### src/rtl/sprite_rom_arbiter_pkg.sv
// Shared definitions for the sprite ROM arbiter: FSM encoding, default
// parameters and a width helper for id/beat counters.
package sprite_rom_arbiter_pkg;

  typedef enum logic [1:0] {
    IDLE  = 2'd0,
    ISSUE = 2'd1,
    DRAIN = 2'd2
  } arb_state_t;

  localparam int DEF_NUM_REQ      = 4;
  localparam int DEF_ADDR_WIDTH   = 12;
  localparam int DEF_DATA_WIDTH   = 16;
  localparam int DEF_READ_LATENCY = 2;
  localparam int DEF_BURST_LEN    = 8;

  // Never returns less than 1 so single-entry counters still get a real bit.
  function automatic int clog2(input int value);
    int width = 1;
    while ((1 << width) < value) width++;
    return width;
  endfunction

endpackage

### src/rtl/sprite_rom_arbiter_tag_delay.sv
// Fixed-depth delay line for {valid, payload} tags; flush clears only the
// valid bits so stale payloads are never reported.
module tag_delay #(
  parameter int DEPTH = 2,
  parameter int WIDTH = 4
) (
  input  logic             clk,
  input  logic             rst,
  input  logic             flush,
  input  logic             valid_i,
  input  logic [WIDTH-1:0] data_i,
  output logic             valid_o,
  output logic [WIDTH-1:0] data_o,
  output logic             busy_o
);

  logic [DEPTH-1:0] valid_q;
  logic [WIDTH-1:0] data_q [DEPTH];

  always_ff @(posedge clk or posedge rst) begin
    if (rst) begin
      valid_q <= '0;
      for (int i = 0; i < DEPTH; i++) data_q[i] <= '0;
    end else if (flush) begin
      valid_q <= '0;
    end else begin
      valid_q[0] <= valid_i;
      data_q[0]  <= data_i;
      for (int i = 1; i < DEPTH; i++) begin
        valid_q[i] <= valid_q[i-1];
        data_q[i]  <= data_q[i-1];
      end
    end
  end

  assign valid_o = valid_q[DEPTH-1];
  assign data_o  = data_q[DEPTH-1];
  assign busy_o  = |valid_q;

endmodule

### src/rtl/sprite_rom_arbiter.sv
// Round-robin burst arbiter sharing one synchronous sprite ROM between
// render units; returned data is steered by a delayed request tag.
module sprite_rom_arbiter
  import sprite_rom_arbiter_pkg::*;
#(
  parameter int NUM_REQ      = DEF_NUM_REQ,
  parameter int ADDR_WIDTH   = DEF_ADDR_WIDTH,
  parameter int DATA_WIDTH   = DEF_DATA_WIDTH,
  parameter int READ_LATENCY = DEF_READ_LATENCY,
  parameter int BURST_LEN    = DEF_BURST_LEN
) (
  input  logic                          clk,
  input  logic                          rst,
  input  logic                          en_i,
  input  logic [NUM_REQ-1:0]            req_i,
  input  logic [NUM_REQ*ADDR_WIDTH-1:0] base_addr_i,
  output logic [NUM_REQ-1:0]            gnt_o,
  output logic                          rom_en_o,
  output logic [ADDR_WIDTH-1:0]         rom_addr_o,
  input  logic [DATA_WIDTH-1:0]         rom_data_i,
  output logic [DATA_WIDTH-1:0]         data_o,
  output logic [NUM_REQ-1:0]            data_valid_o,
  output logic                          data_last_o,
  output logic                          busy_o
);

  localparam int ID_W   = clog2(NUM_REQ);
  localparam int BEAT_W = clog2(BURST_LEN);

  arb_state_t            state_q, state_d;
  logic [ID_W-1:0]       ptr_q, ptr_d, id_q, id_d, sel_id, cand;
  logic [ADDR_WIDTH-1:0] base_q, base_d, rom_addr_d;
  logic [BEAT_W-1:0]     beat_q, beat_d;
  logic [NUM_REQ-1:0]    gnt_d;
  logic                  rom_en_d, sel_found, beat_last;
  logic                  tag_valid, tag_last, tag_busy;
  logic [ID_W-1:0]       tag_id;
  logic [ADDR_WIDTH-1:0] base_arr [NUM_REQ];

  for (genvar n = 0; n < NUM_REQ; n++) begin : g_base
    assign base_arr[n] = base_addr_i[n*ADDR_WIDTH +: ADDR_WIDTH];
  end

  assign beat_last = (beat_q == BEAT_W'(BURST_LEN - 1));
  assign busy_o    = (state_q != IDLE);

  always_ff @(posedge clk or posedge rst) begin
    if (rst) begin
      state_q    <= IDLE;
      ptr_q      <= '0;
      id_q       <= '0;
      base_q     <= '0;
      beat_q     <= '0;
      gnt_o      <= '0;
      rom_en_o   <= 1'b0;
      rom_addr_o <= '0;
    end else begin
      state_q    <= state_d;
      ptr_q      <= ptr_d;
      id_q       <= id_d;
      base_q     <= base_d;
      beat_q     <= beat_d;
      gnt_o      <= gnt_d;
      rom_en_o   <= rom_en_d;
      rom_addr_o <= rom_addr_d;
    end
  end

  // Search starts at the pointer and wraps, so the most recent winner goes last.
  always_comb begin
    state_d    = state_q;
    ptr_d      = ptr_q;
    id_d       = id_q;
    base_d     = base_q;
    beat_d     = beat_q;
    gnt_d      = '0;
    rom_en_d   = 1'b0;
    rom_addr_d = rom_addr_o;
    sel_found  = 1'b0;
    sel_id     = '0;
    cand       = '0;
    for (int i = 0; i < NUM_REQ; i++) begin
      cand = ID_W'((int'(ptr_q) + i) % NUM_REQ);
      if (!sel_found && req_i[cand]) begin
        sel_found = 1'b1;
        sel_id    = cand;
      end
    end
    if (!en_i) begin
      state_d = IDLE;
    end else begin
      case (state_q)
        IDLE: begin
          if (sel_found) begin
            state_d    = ISSUE;
            id_d       = sel_id;
            base_d     = base_arr[sel_id];
            beat_d     = '0;
            gnt_d      = NUM_REQ'(1) << sel_id;
            rom_en_d   = 1'b1;
            rom_addr_d = base_arr[sel_id];
            ptr_d      = (int'(sel_id) == NUM_REQ - 1) ? '0 : sel_id + 1'b1;
          end
        end
        ISSUE: begin
          if (beat_last) begin
            state_d = DRAIN;
          end else begin
            beat_d     = beat_q + 1'b1;
            rom_en_d   = 1'b1;
            rom_addr_d = base_q + ADDR_WIDTH'(beat_d);
          end
        end
        DRAIN: begin
          if (!tag_busy) state_d = IDLE;
        end
        default: state_d = IDLE;
      endcase
    end
  end

  tag_delay #(
    .DEPTH (READ_LATENCY),
    .WIDTH (ID_W + 1)
  ) u_tag_delay (
    .clk     (clk),
    .rst     (rst),
    .flush   (!en_i),
    .valid_i (rom_en_o),
    .data_i  ({id_q, rom_en_o && beat_last}),
    .valid_o (tag_valid),
    .data_o  ({tag_id, tag_last}),
    .busy_o  (tag_busy)
  );

  // data_o deliberately holds between bursts; only the qualifiers drop.
  always_ff @(posedge clk or posedge rst) begin
    if (rst) begin
      data_o       <= '0;
      data_valid_o <= '0;
      data_last_o  <= 1'b0;
    end else if (en_i && tag_valid) begin
      data_o       <= rom_data_i;
      data_valid_o <= NUM_REQ'(1) << tag_id;
      data_last_o  <= tag_last;
    end else begin
      data_valid_o <= '0;
      data_last_o  <= 1'b0;
    end
  end

endmodule

### config.mk
export PLATFORM = sky130hd
export DESIGN_NAME = sprite_rom_arbiter
export DESIGN_NICKNAME = d
export VERILOG_FILES = /design/src/rtl/sprite_rom_arbiter_pkg.sv /design/src/rtl/sprite_rom_arbiter_tag_delay.sv /design/src/rtl/sprite_rom_arbiter.sv
export SDC_FILE = /design/constraint.sdc
export NUM_CORES = 1
export LEC_CHECK = 0
export ABC_AREA = 0
export CAP_MARGIN = 20
export CELL_PAD_IN_SITES_DETAIL_PLACEMENT = 0
export CELL_PAD_IN_SITES_GLOBAL_PLACEMENT = 2
export CORE_UTILIZATION = 25
export DETAILED_ROUTE_END_ITERATION = 16
export PLACE_DENSITY = 0.75
export SLEW_MARGIN = 20
export SYNTH_ARGS = -nofsm -noshare
export SYNTH_HDL_FRONTEND = slang
export SYNTH_SLANG_ARGS = --single-unit
### constraint.sdc
create_clock -name clk -period 2.1 [get_ports clk]
set_clock_uncertainty 0.05 [all_clocks]
set_input_delay 0.525 -clock clk [delete_from_list [all_inputs] [get_ports clk]]
set_output_delay 0.525 -clock clk [all_outputs]
set_load 0.02 [all_outputs]
# ---- After elaboration in Yosys (flattened, before gate mapping)
# Index checks and enable logic that the tools add are counted.
dict set report op_classes {
  add_sub_neg 6
  n_lt_le_gt_ge 5
  n_eq_ne 9
  shift 2
  mux 41
  bitwise 1
  n_reduce_logical 15
}
# operator n
set op_table {}
lappend op_table {{two-way mux 12 bit} 4}
lappend op_table {{binary-select mux 12 bit (select 2 bit)} 1}
lappend op_table {{one-hot mux 12 bit (2 select lines)} 1}
lappend op_table {{two-way mux 2 bit} 10}
lappend op_table {{two-way mux 4 bit} 4}
lappend op_table {{adder 12 x 3 -> 12 bit} 1}
lappend op_table {{less-than comparator 2 x 3 -> 1 bit, second input constant} 4}
lappend op_table {{two-way mux 1 bit} 12}
lappend op_table {{inequality test 3 bit, second input constant} 3}
lappend op_table {{binary-select mux 1 bit (select 2 bit)} 4}
lappend op_table {{<< shifter 1 x 2 -> 4 bit, first input constant} 2}
lappend op_table {{two-way mux 3 bit} 2}
lappend op_table {{one-hot mux 2 bit (3 select lines)} 1}
lappend op_table {{one-hot mux 3 bit (2 select lines)} 1}
lappend op_table {{AND reduction 3 bit} 2}
lappend op_table {{logical AND 1 bit} 5}
lappend op_table {{adder 2 x 1 -> 2 bit, second input constant} 2}
lappend op_table {{adder 2 bit, second input constant} 2}
lappend op_table {{== test 2 x 1 -> 1 bit, second input constant} 2}
lappend op_table {{inequality test 2 bit, second input constant} 2}
lappend op_table {{AND reduction 4 bit} 1}
lappend op_table {{nonzero test 2 bit} 2}
lappend op_table {{adder 3 x 1 -> 3 bit, second input constant} 1}
lappend op_table {{== test 3 bit, second input constant} 1}
lappend op_table {{other kinds (7)} 9}
dict set report word_totals {
  reg_bits 67
  in_bits 71
  output_inout_bits 39
  wordCells 93
}

# ---- Longest topological paths before layout
dict set report depth {
  ltp_word 18
  ltp_mapped 9
  ltp_nobuf 9
}

# ---- By module
# From an unflattened synthesis, not the netlist that was laid out.
dict set report unflattened {
  hier_cells 279
  hier_area_um2 3533.4
}
# mod instances cells_each area_each_um2 seq_area_each_um2
set modules_own_cells {}
lappend modules_own_cells {sprite_rom_arbiter 1 257 3181.8 1476.4}
lappend modules_own_cells {tag_delay 1 22 351.6 200.2}

# ---- Worst setup path after synthesis
# Ideal clock, no wire load.
dict set report synth_timing {
  path_kind {flip-flop to flip-flop}
  start {reg beat_q[0]}
  end {reg rom_addr_o[9]}
  setup_time_ns 0.126
  t_arrival_ns 2.111
  required_time_ns 1.924
  setup_slack_ns -0.187
  stages_incl_launch_ff 10
  n_path_buf 0
  synth_period_minus_slack_ns 2.287
  path_cell_list {dfrtp_1 > ha_1 > ha_1 > ha_1 > nand3_1 > o21ai_0 > and2_1 > nand2_1 > xnor2_1 > a221o_1}
}
dict set report synth_via {
  elab_chain_cells 4
  word_cells_on_any_way 7
  classes_between {add/sub: 2; eq/ne: 2; mux: 2; reduce/logical: 1}
}
# item line_no
set synth_lines {}
lappend synth_lines {{start: declaration} sprite_rom_arbiter.sv:33} ;# logic [BEAT_W-1:0] beat_q, beat_d;
lappend synth_lines {{start signal: assignment} sprite_rom_arbiter.sv:62} ;# beat_q <= beat_d;
lappend synth_lines {{adder 3 x 1 -> 3 bit} sprite_rom_arbiter.sv:109} ;# beat_d = beat_q + 1'b1;
lappend synth_lines {{adder 12 x 3 -> 12 bit} sprite_rom_arbiter.sv:111} ;# rom_addr_d = base_q + ADDR_WIDTH'(beat_d);
lappend synth_lines {{two-way mux 12 bit} sprite_rom_arbiter.sv:106} ;# if (beat_last) begin
lappend synth_lines {{one-hot mux 12 bit (2 select lines)} sprite_rom_arbiter.sv:92} ;# case (state_q)
lappend synth_lines {{end signal: assignment} sprite_rom_arbiter.sv:65} ;# rom_addr_o <= rom_addr_d;
lappend synth_lines {{end: declaration} sprite_rom_arbiter.sv:19} ;# output logic [ADDR_WIDTH-1:0] rom_addr_o,
# Parallel ways exist; a longest one is shown, timed or not. The select of a mux whose other input is x is not followed.
# A chain may end at the register's enable or synchronous reset.

# ---- Worst setup path after layout
# Ends and elaborated chain as after synthesis.

==> run metrics <==
outcome=finished, violations left; failing checks=setup timing; drt drc=0; P_int=3593 µW; CP startpoint kind=flip-flop; final setup margin=-59.78 ps; Critical Path RT=2260 ps; Synth Cell Area=3292 µm²; Die Ht=116.8 µm; GRT Total Usage=13.06%; Mapped Cells=295; crit end category=flip-flop; Post-CTS Hold Fix Bufs=0; Fin. Hold Viols=0; R2R Path Start=beat_q[0]; clock share of power=28.4%; # setup viols final=4; Tcrit/Tclk final=102.8%; Post-Syn Nets=373; worst-skew pair later-pin latency=330 ps; DR vias/cell=4.375; Max-Cap Viols=0; Hold Crit Class=input pin to asynchronous set/reset pin; Synth top area share=50.93%; VDD IR max=413.5 µV; Routed WL per cell=13.82 µm; minimum clock period=2160 ps; clk slew on worst S/H paths=60 ps; CTS HTree Levels=3; #FFs+latches synth=67; Die W=116.8 µm; peak fanout along the critical path=4; sequential area share after synthesis=50.93%; arrival time worst endpoint=2320 ps; ys flop type=dfrtp_1; total grt overflow=0; Num CTS Buffers=9; via count of the first global-routing pass=2765; register area=1677 µm²; fraction of layout cells with a size suffix above 1=24.89%; final net count=515; top cells by count, synth=dfrtp_1, nand2_1, mux2_2; top-count cell post-synth=dfrtp_1; Setup Crit Path Kind=flip-flop to flip-flop; number of flops mapped to enable cells by yosys=0; Min Hold Slack=400.1 ps; Pwr Density=1004 nW/µm²; overall routed net length=8485 µm; worst r2r path cells=9; Crit Reg-Reg Endpoint=rom_addr_o[9]; Warnings, synthesis=0; Vias=2686; TritonCTS clock tree=yes; Worst Tran Pin Value=458.8 ps; non-filler cells, final=614; Rows=41; Max Buffers Root-to-Sink=2; post-detailed-route count of antenna-violating nets=0; Buffers on Ports=109; gp weighted congestion=0.7709; sequential share of power=34.1%; dpl cells=594; Switching Share=32.49%; Initial Utilization=25.88%; I/O pins=110; DRT iter0 DRCs=102; maximum operating frequency=0.4630 GHz; Async S/R FF share, synth=100.0%; leakage power=0.002294 µW; Mapped Avg Cell Area=11.16 µm²; Pre-antenna DRT Iters=4; RSZ-0062 raised after global routing=true; top cells by area, synth=dfrtp_1, mux2_2, mux2i_1; Placeable Area=12720 µm²; Max Slew Vio Count=0; fill count=1257; first-pass GRT wire length=13500 µm; root buf cell=clkbuf_16; DP HPWL=6184 µm; initial antenna violation count=0; library cells used by synthesis=45; Sink Count=67; Max-slew headroom=69.30%; antenna cell count=0; pin count of the biggest net entering global routing=63; Psw=1729 µW; post-synth top area cell=dfrtp_1; FF-to-FF setup slack=-60 ps; area of the multi-input gates=1623 µm²; die area=13630 µm²; Gate power share=37.5%; Layout area overhead=61.04%; start point of the critical path=beat_q[0]
-- power by group through the flow --
stage | Sequential, µW | Combinational [µW] | Clock [µW]
after global routing | 1860 | 2180 | 1620
after CTS | 1820 | 2010 | 1550
after global placement | 1830 | 1830 | 0
after floorplan | 1980 | 873 | 0
after detailed placement | 1830 | 1860 | 0
final | 1820 | 2000 | 1510
-- layer usage --
| layer | up-vias | wire, µm | global-route usage (%) |
|---|---|---|---|
| met5 | - | 0 | 0 |
| met4 | 0 | 56 | 2.954 |
| met3 | 6 | 597 | 4.567 |
| met2 | 92 | 4063 | 22.56 |
| met1 | 1258 | 3767 | 15.59 |
| li1 | 1330 | - | - |
-- cells by family (layout without fill, tap and decap cells) --
| group | Yosys count | in the layout | share of synthesized area (%) |
|---|---|---|---|
| AO/OA/AOI/OAI | 57 | 57 | 11.97 |
| XOR/XNOR | 9 | 9 | 2.394 |
| adder cells (fa/ha/maj) | 7 | 7 | 2.889 |
| buffers and inverters | 23 | 170 | 3.421 |
| flip-flops | 67 | 67 | 50.93 |
| multiplexers | 47 | 47 | 15.89 |
| AND/OR/NAND/NOR | 85 | 85 | 12.50 |
-- worst max-delay path, stage by stage (launching register included) --
cell and delay [ps]:
dfrtp_1 410, ha_4 180, ha_4 220, ha_4 290
nand3_2 80, o21ai_2 150, and2_4 190, nand2_2 50
xnor2_1 120, a221o_1 300
-- state kept, by name, summed over array words and instances (netlist names), 2 cells and up --
| name | flops |
|---|---|
| u_tag_delay.valid_q | 2 |
| u_tag_delay.data_q | 3 |
| data_o | 16 |
| state_q | 2 |
| ptr_q | 2 |
| gnt_o | 4 |
| beat_q | 3 |
| data_valid_o | 4 |
| rom_addr_o | 12 |
| base_q | 12 |
| id_q | 2 |
| u_tag_delay.data_o | 3 |
-- layout make-up --
type | count | share of cell area [%]
repair buffers | 143 | 26.83
clock inverters | 7 | 1.440
repair inverters | 1 | 0.1652
well taps | 172 | 4.059
multi-input cells | 205 | 30.61
clock buffers | 9 | 4.248
inverters | 10 | 1.015
flip-flops and latches | 67 | 31.63
-- metrics by stage --
stage	utilization [%]	total power, µW	worst slack [ps]	TNS [ps]	area (µm²)
5_1_grt	41.67	5654	-186.3	-732.8	5301
2_1_floorplan	-	2856	-125.7	-125.7	3308
4_1_cts	41.52	5380	-27.08	-53.85	5283
3_3_place_gp	38.12	3664	-503.5	-12700	4850
6_report	41.67	5322	-59.78	-144.2	5301
3_5_place_dp	38.12	3687	-543.5	-13960	4850
-- worst max-delay path by stage --
stage / to / slack [ps] / cells past startpoint
after floorplan: rom_addr_o[9] / -130 / 9
after global routing: rom_addr_o[10] / -190 / 9
after detailed placement: rom_addr_o[4] / -540 / 8
after CTS: rom_addr_o[9] / -30 / 9
after global placement: rom_addr_o[4] / -500 / 8
final: rom_addr_o[9] / -60 / 9
-- timing repair --
action                                  in CTS  in global routing
gates resized for setup                     29                  4
setup buffers                                3                  1
cloned                                       1                  0
pin swaps                                   13                  6
endpoints found under the setup margin      26                  7
-- cell usage in the layout (no fill, tap or decap), types with 4 or more instances in the layout --
| cell type | netlist | routed |
|---|---|---|
| nand3_1 | 5 | 4 |
| clkbuf_16 | 0 | 9 |
| o21ai_0 | 7 | 6 |
| dfrtp_1 | 67 | 67 |
| nor3b_1 | 7 | 7 |
| nor3_1 | 4 | 4 |
| and3_1 | 5 | 5 |
| mux2_2 | 26 | 26 |
| nand2_2 | 0 | 4 |
| xor2_1 | 5 | 5 |
| nor2_1 | 8 | 7 |
| buf_12 | 0 | 6 |
| clkdlybuf4s50_1 | 0 | 104 |
| inv_1 | 9 | 7 |
| dlygate4sd2_1 | 0 | 5 |
| a21oi_1 | 6 | 4 |
| mux2_4 | 4 | 4 |
| buf_4 | 0 | 26 |
| a211oi_1 | 8 | 4 |
| mux2i_1 | 17 | 15 |
| nand2_1 | 41 | 37 |
| o21ai_1 | 15 | 15 |
| xnor2_1 | 4 | 4 |
(Power assumes the default switching activity.)
